$ cat src/rtl/id_ex_issue_stage.sv
// id_ex_issue_stage: decode-to-execute boundary with a DEPTH-entry issue
// buffer, valid/ready intake, registered EX-side output and load-use
// bubble insertion over a LOAD_LAT-slot window.
// Optional build macro ISSUE_STAGE_PERF_CNT_EN adds bubble_cnt_o, a
// saturating count of load-use bubbles.
module id_ex_issue_stage #(
  parameter int PAYLOAD_W = 160,
  parameter int DEPTH     = 2,
  parameter int LOAD_LAT  = 1
) (
  input  logic                         clk_i,
  input  logic                         rst_i,
  input  logic                         in_valid_i,
  output logic                         in_ready_o,
  input  logic [PAYLOAD_W-1:0]         in_payload_i,
  input  logic [4:0]                   in_rd_i,
  input  logic [4:0]                   in_rs1_i,
  input  logic [4:0]                   in_rs2_i,
  input  logic                         in_uses_rs1_i,
  input  logic                         in_uses_rs2_i,
  input  logic                         in_is_load_i,
  input  logic                         flush_i,
  input  logic                         busywait_i,
  output logic                         out_valid_o,
  output logic [PAYLOAD_W-1:0]         out_payload_o,
  output logic [4:0]                   out_rd_o,
  output logic                         out_is_load_o,
  output logic                         load_stall_o,
  output logic [$clog2(DEPTH+1)-1:0]   count_o
`ifdef ISSUE_STAGE_PERF_CNT_EN
  ,
  output logic [31:0]                  bubble_cnt_o
`endif
);

  localparam int CNT_W = $clog2(DEPTH + 1);
  localparam int PTR_W = (DEPTH > 1) ? $clog2(DEPTH) : 1;

  typedef struct packed {
    logic [PAYLOAD_W-1:0] payload;
    logic [4:0]           rd;
    logic [4:0]           rs1;
    logic [4:0]           rs2;
    logic                 uses_rs1;
    logic                 uses_rs2;
    logic                 is_load;
  } entry_t;

  entry_t             mem [DEPTH];
  logic [PTR_W-1:0]   rd_ptr;
  logic [PTR_W-1:0]   wr_ptr;
  logic [CNT_W-1:0]   count;

  // Tracker slot 0 mirrors the instruction in EX; older issue slots follow.
  logic [LOAD_LAT-1:0] trk_vld;
  logic [4:0]          trk_rd [LOAD_LAT];

  entry_t in_entry;
  entry_t head;
  logic   buf_empty;
  logic   head_valid;
  logic   hazard;
  logic   push;
  logic   pop;
  logic   advance;
  logic   buf_write;
  logic   buf_read;

  function automatic logic [PTR_W-1:0] ptr_inc(input logic [PTR_W-1:0] p);
    return (p == PTR_W'(DEPTH - 1)) ? '0 : p + PTR_W'(1);
  endfunction

  assign in_entry = '{payload:  in_payload_i,
                      rd:       in_rd_i,
                      rs1:      in_rs1_i,
                      rs2:      in_rs2_i,
                      uses_rs1: in_uses_rs1_i,
                      uses_rs2: in_uses_rs2_i,
                      is_load:  in_is_load_i};

  // Readiness looks only at registered occupancy, never at a same-cycle pop.
  assign in_ready_o = (count < CNT_W'(DEPTH)) && !rst_i;
  assign push       = in_valid_i && in_ready_o && !flush_i;
  assign advance    = !busywait_i && !flush_i;
  assign buf_empty  = (count == '0);

  // An empty buffer lets the incoming instruction act as head (fall-through).
  assign head_valid = !buf_empty || push;
  assign head       = buf_empty ? in_entry : mem[rd_ptr];

  // Load-use hazard: a read source matches the rd of any load still in the window.
  always_comb begin
    // NOTE: default first so every path assigns hazard and no latch is inferred.
    hazard = 1'b0;
    if (head_valid) begin
      for (int i = 0; i < LOAD_LAT; i++) begin
        if (trk_vld[i]) begin
          if (head.uses_rs1 && (head.rs1 != 5'd0) && (head.rs1 == trk_rd[i])) hazard = 1'b1;
          if (head.uses_rs2 && (head.rs2 != 5'd0) && (head.rs2 == trk_rd[i])) hazard = 1'b1;
        end
      end
    end
  end

  assign pop          = advance && head_valid && !hazard;
  assign load_stall_o = advance && hazard;

  // A fall-through input consumed this cycle bypasses the storage array.
  assign buf_write = push && !(buf_empty && pop);
  assign buf_read  = pop && !buf_empty;
  assign count_o   = count;

  // Entry storage; validity comes solely from count and the pointers.
  always_ff @(posedge clk_i) begin
    // NOTE: storage is deliberately not reset; stale entries are never read.
    if (buf_write) mem[wr_ptr] <= in_entry;
  end

  // Pointers and occupancy; flush empties the buffer.
  always_ff @(posedge clk_i) begin
    // NOTE: sequential state uses non-blocking assignments only.
    if (rst_i || flush_i) begin
      rd_ptr <= '0;
      wr_ptr <= '0;
      count  <= '0;
    end else begin
      if (buf_write) wr_ptr <= ptr_inc(wr_ptr);
      if (buf_read)  rd_ptr <= ptr_inc(rd_ptr);
      case ({buf_write, buf_read})
        2'b10:   count <= count + CNT_W'(1);
        2'b01:   count <= count - CNT_W'(1);
        default: count <= count;
      endcase
    end
  end

  // EX register and load tracker: hold under busywait, shift on advance.
  always_ff @(posedge clk_i) begin
    if (rst_i || flush_i) begin
      out_valid_o   <= 1'b0;
      out_payload_o <= '0;
      out_rd_o      <= '0;
      out_is_load_o <= 1'b0;
      trk_vld       <= '0;
      for (int i = 0; i < LOAD_LAT; i++) trk_rd[i] <= '0;
    end else if (advance) begin
      for (int i = LOAD_LAT - 1; i > 0; i--) begin
        trk_vld[i] <= trk_vld[i-1];
        trk_rd[i]  <= trk_rd[i-1];
      end
      if (pop) begin
        out_valid_o   <= 1'b1;
        out_payload_o <= head.payload;
        out_rd_o      <= head.rd;
        out_is_load_o <= head.is_load;
        trk_vld[0]    <= head.is_load;
        trk_rd[0]     <= head.rd;
      end else begin
        out_valid_o   <= 1'b0;
        out_payload_o <= '0;
        out_rd_o      <= '0;
        out_is_load_o <= 1'b0;
        trk_vld[0]    <= 1'b0;
        trk_rd[0]     <= '0;
      end
    end
  end

`ifdef ISSUE_STAGE_PERF_CNT_EN
  // Saturating load-use bubble counter; only reset clears it.
  always_ff @(posedge clk_i) begin
    if (rst_i)                                  bubble_cnt_o <= '0;
    else if (load_stall_o && bubble_cnt_o != '1) bubble_cnt_o <= bubble_cnt_o + 32'd1;
  end
`endif

endmodule

$ cat config.mk
export PLATFORM = sky130hd
export DESIGN_NAME = id_ex_issue_stage
export DESIGN_NICKNAME = d
export VERILOG_FILES = /design/src/rtl/id_ex_issue_stage.sv
export SDC_FILE = /design/constraint.sdc
export NUM_CORES = 1
export LEC_CHECK = 0
export CAP_MARGIN = 20
export CORE_ASPECT_RATIO = 1.4
export CORE_MARGIN = 2
export CORE_UTILIZATION = 35
export CTS_BUF_LIST = sky130_fd_sc_hd__clkbuf_4 sky130_fd_sc_hd__clkbuf_8 sky130_fd_sc_hd__clkbuf_16
export CTS_CLUSTER_SIZE = 16
export DETAILED_ROUTE_END_ITERATION = 12
export GPL_ROUTABILITY_DRIVEN = 0
export PLACE_DENSITY_LB_ADDON = 0.15
export SYNTH_ARGS = -nofsm -noshare
export SYNTH_HDL_FRONTEND = slang
export SYNTH_SLANG_ARGS = --single-unit
$ cat constraint.sdc
create_clock -name clk_i -period 23.2 [get_ports clk_i]
set_input_delay 5.8 -clock clk_i [delete_from_list [all_inputs] [get_ports clk_i]]
set_output_delay 5.8 -clock clk_i [all_outputs]
set_load 0.01 [all_outputs]
### Word level (Yosys, flattened, before mapping)

Memory sizes are Yosys's and may differ from the RTL's. A register that Yosys moved wholly into a read port is not among the register bits.
Index checks and enable logic that the tools add are counted.

| storage, ports and cells | value |
|---|---|
| register bits | 171 |
| bits in writable memories | 361 |
| output and inout port bits | 171 |
| word-level logic and storage cells | 75 |
| memories | 2 |

| operators by class | value |
|---|---|
| add/sub/neg operators | 4 |
| $lt $le $gt $ge | 1 |
| equality and inequality tests | 4 |
| muxes and demuxes | 29 |
| reductions and logical operators | 28 |

Memories:

| name | depth | bits a word | rd ports | clocked after Yosys merged registers in | wr ports | RTL line | text |
|---|---|---|---|---|---|---|---|
| mem | 2 | 178 | 1 | 1 | 1 | 49 | `entry_t mem [DEPTH];` |
| trk_rd | 1 | 5 | 1 | 0 | 1 | 56 | `logic [4:0] trk_rd [LOAD_LAT];` |

Operators with widths:

| kind | number |
|---|---|
| two-way mux 178 bit | 1 |
| two-way mux 160 bit | 1 |
| two-way mux 1 bit | 23 |
| two-way mux 5 bit | 3 |
| logical AND 1 bit | 14 |
| equality test 5 bit | 2 |
| nonzero test 5 bit | 2 |
| OR reduction 5 bit | 2 |
| zero test 1 bit | 6 |
| one-hot mux 2 bit (2 select lines) | 1 |
| adder 1 bit (second input constant) | 2 |
| adder 2 x 1 -> 2 bit (second input constant) | 1 |
| equality test 2 x 1 -> 1 bit (second input constant) | 1 |
| equality test 2 bit (second input constant) | 1 |
| zero test 2 bit | 1 |
| logical OR 1 bit | 2 |
| < comparator 2 bit (second input constant) | 1 |
| nonzero test 2 bit | 1 |
| subtractor 2 x 1 -> 2 bit (second input constant) | 1 |

### Logic depth before layout (Yosys ltp)

Gate-level depths: netlist of run 1.

| logic depth | value |
|---|---|
| depth after elaboration | 18 |
| depth in mapped cells | 14 |
| depth with buffers taken out | 11 |

### Worst setup path after synthesis of run 1

No wires, ideal clock.

| timing | value |
|---|---|
| kind | input to output |
| start point | input in_rs1_i[0] |
| end point | output load_stall_o |
| arrival time | 7.152 ns |
| required time | 17.400 ns |
| setup slack | 10.248 ns |
| cell stages on the path | 6 |
| cells stage by stage | or4_1 -> a221o_1 -> and3_1 -> nand4_1 -> o21a_2 -> nor2_1 |

| between the ends | value |
|---|---|
| longest elaborated chain between the ends | 9 |

RTL lines:

| what | RTL line | text |
|---|---|---|
| from (decl) | 17 | `input logic [4:0] in_rs1_i,` |
| two-way mux 178 bit * | 89 | `assign head = buf_empty ? in_entry : mem[rd_ptr];` |
| nonzero test 5 bit | 98 | `if (head.uses_rs1 && (head.rs1 != 5'd0) && (head.rs1 == trk_rd[i])) hazard = 1'b1;` |
| logical AND 1 bit | 98 |  |
| logical AND 1 bit * | 98 |  |
| two-way mux 1 bit * | 98 |  |
| two-way mux 1 bit * | 99 | `if (head.uses_rs2 && (head.rs2 != 5'd0) && (head.rs2 == trk_rd[i])) hazard = 1'b1;` |
| two-way mux 1 bit * | 97 | `if (trk_vld[i]) begin` |
| two-way mux 1 bit * | 95 | `if (head_valid) begin` |
| logical AND 1 bit * | 106 | `assign load_stall_o = advance && hazard;` |
| to (decl) | 28 | `output logic load_stall_o,` |

Every way passes the cells marked *; elsewhere a longest branch is shown, timed or not.

### Worst setup path in the final report of run 1

Ends and elaborated chain as after synthesis.

==> impl_metrics.json, run 1 <==
{
  "power_mw": 1.96,
  "place_ws_ns": 9.06,
  "timing.final.crit_share_pct": 60.9,
  "firstDrtPassIters": 5,
  "cts_buffers": 52,
  "synth.most_common_cell": "edfxtp_1",
  "synthTopCellsByCount": "edfxtp_1, nor2_1, mux2i_1",
  "ant_nets": 0,
  "grt_max_degree": 213,
  "maxCapViolCount": 0,
  "peakVddDrop_v": 0.0000628,
  "wl_per_cell_um": 18.9,
  "tightest_slew_ns": 1.35,
  "grt_overflow": 0,
  "design_area_mm2": 0.0260,
  "setup_violations": 0,
  "placed_cells": 2578,
  "setup_ws_ns": 9.07,
  "startpoint": "in_rs1_i[0]",
  "cpMaxStageDelayCell": "or4_1",
  "cp_max_fo": 7,
  "nFillCells": 5303,
  "clock-root-buffer": "clkbuf_16",
  "synthFlopType": "edfxtp_1",
  "avgSynthCellArea_um2": 12.8,
  "hpwlAfterDp_um": 31100,
  "postCtsHoldBufs": 0,
  "cpPeakStageDelay_ns": 0.55,
  "start_util_pct": 35.2,
  "antenna_cells": 0,
  "place_area_mm2": 0.0243,
  "ios": 354,
  "critical_path_class": "in -> out",
  "port_buffers": 353,
  "yosysUniqueCellTypes": 53,
  "synthesis.area_mm2": 0.0201,
  "via_per_inst": 4.83,
  "cp_common_cell": "clkdlybuf4s50_1",
  "synth_area_leader_cell": "edfxtp_1",
  "min_period_ns": 14.13,
  "grt_pass1_wl_um": 76400,
  "slew_viol_final": 0,
  "final_util_pct": 45.6,
  "finalHoldViolCount": 0,
  "antenna_found_initial": 7,
  "cts.sinks": 533,
  "skew_ns": 0.0190,
  "route.detailed.drc": 0,
  "core_mm2": 0.0571,
  "yosys-top-cells-area": "edfxtp_1, dfxtp_1, mux2i_1",
  "rows": 104,
  "ys_seq_elements": 533,
  "worstSetupEndpointType": "primary output",
  "async_reset_ff_share_pct": 0,
  "path_clk_slew_ns": 0.06,
  "crit_chain": "clkdlybuf4s50_1, or4_1, a221o_1, and3_1, nand4_1, o21a_2, nor2_1, clkdlybuf4s50_1",
  "powerDensity_mw_per_mm2": 75.4,
  "worstPathRequired_ns": 17.40,
  "fin_cells": 2676,
  "synth.top_cell.area_share_pct": 53.9,
  "arrival_ns": 8.33,
  "yosysWarnings": 0,
  "drive_above_1_share_pct": 6.67,
  "synth_edf_count": 361,
  "start_kind": "input pin",
  "grt_pass1_vias": 12900,
  "via_count": 12900,
  "cts_tree": "yes",
  "nets": 2074,
  "grt_usage_pct": 16.7,
  "syn-num-nets": 1753,
  "areaGrowthSynthToFinish_pct": 29.4,
  "cts_resized": 0,
  "holdCritPathClass": "reg -> reg",
  "die_w_um": 207,
  "die_area_mm2": 0.0595,
  "hold_start": "out_payload_o[3]",
  "whs_ns": 0.442,
  "seq_area_frac_synth_pct": 71.0,
  "holdPathStages": 2,
  "wl_um": 50500,
  "max_freq_mhz": 70.8,
  "relSlewSlack_pct": 10.2,
  "r2r_cells": 10,
  "clk_latency_ns": 0.59,
  "leakage_nw": 8.36,
  "rsz0062_at_grt": "false",
  "status": "finished clean",
  "synthCells": 1569,
  "die_h_um": 288,
  "drt_iter0_markers": 664,
  "cts_buffer_depth": 3,
  "cts_max_level": 2,
  "tns_ns": 0,
  "cts_setup_buffers": 0
}
## layout by cell type (no fill, tap or decap), drive strengths merged, types with 2 or more instances in the layout
cell / n
o211a: 2
buf: 16
inv: 6
o31ai: 2
nand4: 3
clkdlybuf4s50: 353
mux2i: 175
nor2: 177
a31oi: 3
o21ai: 165
a21oi: 163
clkinvlp: 2
o311ai: 2
xnor2: 11
clkbuf: 83
or2: 2
clkinv: 12
a211oi: 7
a311oi: 2
mux2: 2
a21o: 5
or3b: 3
dfxtp: 172
nor3: 5
nand2: 169
o211ai: 4
nor4: 5
a41o: 2
or4: 6
and2: 2
edfxtp: 361
## where the power goes
part	switching [mW]	internal, mW
clock	0.356	0.481
sequential	0.00531	1.03
combinational	0.0465	0.0462
## cell type report
class                      count  area, um2  share of cell area [%]
inverter                       5       18.8                  0.0721
multi-input combinational    929       5400                    20.7
sequential                   533      14300                    54.9
timing repair buffer         369       3690                    14.2
clock inverter                15       90.1                   0.346
clock buffer                  83       1630                    6.24
tap                          742        928                    3.57
## registers in the layout, indices dropped and copies added (netlist names), named ones only
name and cells:
rd_ptr 1, mem 356, trk_vld 1, trk_rd 5, count_o 2, out_rd_o 5
wr_ptr 1, out_payload_o 160, out_valid_o 1
## metal layers
| layer | up-vias | routed length [um] | GRT usage, % |
|---|---|---|---|
| met5 | - | 98 | 0 |
| met4 | 14 | 1340 | 5.14 |
| met3 | 92 | 3030 | 4.15 |
| met2 | 319 | 25200 | 28.9 |
| met1 | 6193 | 20800 | 20.5 |
| li1 | 6314 | - | - |
## critical path, delay by kind of cell
kind / cells / cell delay [ns]
AOI/OAI and AO/OA: 2 / 0.58
buffers and inverters: 2 / 0.96
and+or+nand+nor: 4 / 0.98
## final timing paths
check	slack, ns	endpoint
setup / recovery	9.07	load_stall_o
setup reg to reg	17.63	mem[0][114]
hold reg to reg	0.44	out_payload_o[3]
hold / removal	0.44	out_payload_o[3]
## logic make-up (layout without fill, tap and decap cells)
| kind of cell | Yosys count | count (layout) | synth area share [%] |
|---|---|---|---|
| xor+xnor | 12 | 12 | 0.522 |
| flops | 533 | 533 | 71.0 |
| buf+inv | 107 | 472 | 2.31 |
| compound gates | 361 | 361 | 9.71 |
| mux | 177 | 177 | 8.82 |
| simple gates | 378 | 378 | 7.61 |
| fa+ha+maj | 1 | 1 | 0.0622 |
(Power assumes the default switching activity.)
==> run 2: changes to the inputs <==
Clock period 23.2 ns to 11.8 ns, I/O delays scaled along.
==> run 2 against run 1 <==
Net effect: utilization up 0.29 points; cell count up 0.30%; setup slack worse by 5.7 ns; count of clock-buffer cells in the layout down 8.
==> impl_metrics.json, run 2 (synthesis results as in run 1) <==
{
  "wl_met3_um": 2970,
  "final_common_cell": "edfxtp_1",
  "die_w_um": 207,
  "tightest_slew_ns": 1.07,
  "wl_um": 50100,
  "die_area_mm2": 0.0595,
  "cts_buffers": 53,
  "min_period_ns": 8.45,
  "maxCapViolCount": 0,
  "dr_wl_met2_um": 24500,
  "grt_pass1_vias": 13200,
  "start_kind": "input pin",
  "tns_ns": 0,
  "largest_reg_flops": 356,
  "grt_usage_pct": 16.6,
  "fin_cells": 2684,
  "drive_above_1_share_pct": 6.96,
  "grt_pass1_wl_um": 76400,
  "grt_overflow": 0,
  "critical_path_class": "in -> out",
  "powerDensity_mw_per_mm2": 152,
  "rows": 104,
  "ant_nets": 0,
  "relSlewSlack_pct": 28.5,
  "design_area_mm2": 0.0262,
  "layout_common_cells": "edfxtp_1, clkdlybuf4s50_1, nor2_1",
  "drt_iter0_markers": 638,
  "hpwlAfterDp_um": 31100,
  "placed_cells": 2580,
  "nets": 2078,
  "cts.sinks": 533,
  "finalHoldViolCount": 0,
  "worstSetupEndpointType": "primary output",
  "cts_setup_buffers": 0,
  "cts_resized": 0,
  "max_freq_mhz": 118,
  "holdCritPathClass": "reg -> reg",
  "nFillCells": 5265,
  "status": "finished clean",
  "clock-root-buffer": "clkbuf_16",
  "cp_max_fo": 7,
  "reg_top3": "mem x356, out_payload_o x160",
  "areaGrowthSynthToFinish_pct": 30.2,
  "cts_max_level": 2,
  "grt_max_degree": 94,
  "postCtsHoldBufs": 0,
  "clk_latency_ns": 0.59,
  "start_util_pct": 35.2,
  "cts_buffer_depth": 3,
  "ios": 354,
  "arrival_ns": 5.50,
  "core_mm2": 0.0571,
  "timing.final.crit_share_pct": 71.7,
  "firstDrtPassIters": 5,
  "skew_ns": 0.0276,
  "peakVddDrop_v": 0.0000937,
  "antenna_found_initial": 7,
  "port_buffers": 353,
  "leakage_nw": 8.44,
  "cts_tree": "yes",
  "m1WireLength_um": 21200,
  "setup_violations": 0,
  "wl_per_cell_um": 18.7,
  "die_h_um": 288,
  "slew_viol_final": 0,
  "power_mw": 3.99,
  "route.detailed.drc": 0,
  "via_per_inst": 4.83,
  "routed.top_layer": "met5",
  "worstPathRequired_ns": 8.85,
  "rsz0062_at_grt": "false",
  "regMostFlops": "mem",
  "path_clk_slew_ns": 0.06,
  "place_area_mm2": 0.0243,
  "via_count": 13000
}
## run 2: changes by cell type in the layout (fill, tap and decap cells not counted), moves of 2 or more
| cell | delta |
|---|---|
| clkbuf_4 | -11 |
| buf_4 | +5 |
| bufinv_16 | +5 |
| diode_2 | +3 |
| inv_6 | +3 |
| buf_12 | -2 |
| clkbuf_16 | +2 |
| clkinv_2 | +2 |
| clkinv_4 | +2 |
## run 2: worst max-delay path, stage by stage
cell	delay, ns
clkdlybuf4s50_1	0.48
or4_1	0.54
a221o_1	0.30
and3_1	0.18
nand4_1	0.17
o21a_2	0.29
nor2_1	0.08
clkdlybuf4s50_1	0.50
## run 2: final timing paths
| kind | from | to | slack (ns) | cells past startpoint |
|---|---|---|---|---|
| setup reg to reg | register | mem[1][161] | 6.32 | 10 |
| hold / removal | out_valid_o | out_valid_o | 0.44 | 2 |
| hold reg to reg | out_valid_o | out_valid_o | 0.44 | 2 |
| setup / recovery | in_rs1_i[0] | load_stall_o | 3.35 | 8 |
## run 2: routing by layer
layer  GRT usage, %  vias to the layer above
met2           28.3                      312
met4           5.48                        8
li1               -                     6311
met1           20.7                     6238
met5              0                        -
met3           3.94                       85
## run 2: power by group
group,internal (mW),switching [mW],total (mW),leakage [nW]
Clock,1.06,0.715,1.78,0.941
Combinational,0.0910,0.0927,0.184,2.83
Sequential,2.02,0.0104,2.03,4.67
## run 2: final cells by class
cell class	count	area, um2	area share, %
diodes	3	7.51	0.0286
clock buffers	75	1610	6.13
clock inverters	25	272	1.04
inverters	5	18.8	0.0716
multi-input cells	929	5400	20.6
flip-flops and latches	533	14300	54.5
well taps	742	928	3.54
repair buffers	372	3690	14.1
## run 2: stage by stage
| step | util, % | hold WS, ns | setup slack, ns |
|---|---|---|---|
| global route | 45.9 | 0.467 | 3.25 |
| floorplan | - | 0.467 | 2.86 |
| finish | 45.9 | 0.444 | 3.35 |
| detailed placement | 42.5 | 0.437 | 3.37 |
| CTS | 45.8 | 0.447 | 3.35 |
| global placement | 42.5 | 0.431 | 3.36 |
==> run 3: changes to the inputs <==
Clock period 11.8 ns to 8.17 ns, I/O delays scaled along.
==> run 3 against run 2 <==
Net effect: critical path depth unchanged; critical endpoint unchanged; utilization about the same; cell count down 0.37%; count of clock-buffer cells in the layout up 4; via count down 0.28%; clock skew down 0.0057 ns; sequential power up 44%; non-clock buffer count down 3; die area unchanged.
==> impl_metrics.json, run 3 (synthesis results as in run 1) <==
{
  "critical_path_class": "in -> out",
  "leakage_nw": 8.43,
  "peakVddDrop_v": 0.000144,
  "setup_violations": 0,
  "route.detailed.drc": 0,
  "finalHoldViolCount": 0,
  "start_kind": "input pin",
  "relSlewSlack_pct": 25.5,
  "rows": 104,
  "cts_max_level": 2,
  "powerDensity_mw_per_mm2": 219,
  "cts_buffer_depth": 3,
  "ant_nets": 0,
  "grt_pass1_vias": 13100,
  "grt_usage_pct": 16.7,
  "cts_tree": "yes",
  "path_clk_slew_ns": 0.06,
  "cts_setup_buffers": 0,
  "max_freq_mhz": 151,
  "regMostFlops": "mem",
  "setup_ws_ns": 1.54,
  "status": "finished clean",
  "drt_iter0_markers": 699,
  "cts_resized": 0,
  "die_w_um": 207,
  "layout_common_cells": "edfxtp_1, clkdlybuf4s50_1, nor2_1",
  "worstPathRequired_ns": 6.13,
  "clk_latency_ns": 0.59,
  "areaGrowthSynthToFinish_pct": 30.2,
  "wl_per_cell_um": 18.7,
  "die_h_um": 288,
  "ios": 354,
  "port_buffers": 353,
  "clock-root-buffer": "clkbuf_16",
  "grt_overflow": 0,
  "multi_input_area_mm2": 0.00540,
  "grt_max_degree": 226,
  "grt_pass1_wl_um": 76500,
  "cts.sinks": 533,
  "power_mw": 5.74,
  "holdCritPathClass": "reg -> reg",
  "reg_top3": "mem x356, out_payload_o x160",
  "crit_family": "buffers and inverters",
  "cp_common_cell": "clkdlybuf4s50_1",
  "place_ws_ns": 1.54,
  "antenna_cells": 0,
  "maxCapViolCount": 0,
  "worstSetupEndpointType": "primary output",
  "firstDrtPassIters": 5,
  "start_util_pct": 35.2,
  "tightest_slew_ns": 1.12,
  "nets": 2074,
  "final_common_cell": "edfxtp_1",
  "nFillCells": 5174,
  "cpMaxStageDelayCell": "or4_1",
  "crit_chain": "clkdlybuf4s50_1, or4_1, a221o_1, and3_1, nand4_1, o21a_2, nor2_1, clkdlybuf4s50_1",
  "cts_buffers": 52,
  "via_per_inst": 4.83,
  "timing.final.crit_share_pct": 81.2,
  "cp_max_fo": 7,
  "drive_above_1_share_pct": 6.73,
  "skew_ns": 0.0219,
  "final-seq-area_mm2": 0.0143,
  "via_count": 12900,
  "wl_um": 50000,
  "hpwlAfterDp_um": 30700,
  "arrival_ns": 4.59,
  "cpPeakStageDelay_ns": 0.55,
  "die_area_mm2": 0.0595,
  "rsz0062_at_grt": "false",
  "min_period_ns": 6.63,
  "largest_reg_flops": 356,
  "antenna_found_initial": 6,
  "whs_ns": 0.443,
  "postCtsHoldBufs": 0,
  "slew_viol_final": 0,
  "cp_num_buf_inv": 2,
  "core_mm2": 0.0571,
  "tns_ns": 0
}
## run 3: changes by cell type in the layout (fill, tap and decap cells not counted)
| cell | delta |
|---|---|
| buf_12 | +3 |
| inv_6 | -2 |
| clkinv_1 | -2 |
| clkinvlp_2 | -1 |
| diode_2 | -3 |
| clkinv_2 | -3 |
| buf_16 | +1 |
| clkinvlp_4 | -1 |
| buf_4 | -7 |
| clkinv_8 | +1 |
| clkbuf_4 | +4 |
| clkbuf_8 | +2 |
| clkbuf_16 | -2 |
## run 3: per-layer routing
metal	vias to the layer above	part of all wire [%]	wire, um	GRT usage, %
li1	6306	-	-	-
met1	6224	41	20600	20.5
met2	293	50	25200	29.1
met3	83	5.9	2970	3.93
met4	12	2.3	1160	4.71
met5	-	0.16	81	0
## run 3: area by class of cell
type / instances / area share, %
sequential: 533 / 54.5
multi-input combinational: 929 / 20.6
timing repair buffer: 369 / 14.2
clock buffer: 79 / 6.16
tap: 742 / 3.54
clock inverter: 17 / 0.898
inverter: 5 / 0.0716
## run 3: worst register-to-register path: stages (launching register included)
cell	delay (ns)
dfxtp_1	0.71
or2_1	0.83
a221o_1	0.31
and3_1	0.15
nand4_1	0.20
o21a_2	0.33
a311oi_2	0.36
and2_4	0.84
buf_12	0.45
## run 3: report_power, final
part / total (mW) / switching (mW) / internal (mW)
Sequential: 2.93 / 0.0146 / 2.92
Clock: 2.54 / 1.01 / 1.52
Combinational: 0.267 / 0.135 / 0.132
## run 3: path summary, 6_finish.rpt
kind	startpoint	to	slack, ns	cells past startpoint
hold / removal	out_payload_o[2]	out_payload_o[2]	0.44	2
setup / recovery	in_rs1_i[0]	load_stall_o	1.54	8
hold reg to reg	out_payload_o[2]	out_payload_o[2]	0.44	2
setup reg to reg	count_o[1]	mem[1][128]	3.52	8
## run 3: stage by stage
step | area (um2) | cells | utilization [%]
2_1_floorplan | 20100 | 1569 | -
3_3_place_gp | 24300 | 2577 | 42.6
3_5_place_dp | 24300 | 2577 | 42.6
4_1_cts | 26200 | 2673 | 45.8
5_1_grt | 26200 | 2674 | 45.9
6_report | 26200 | 2674 | 45.9
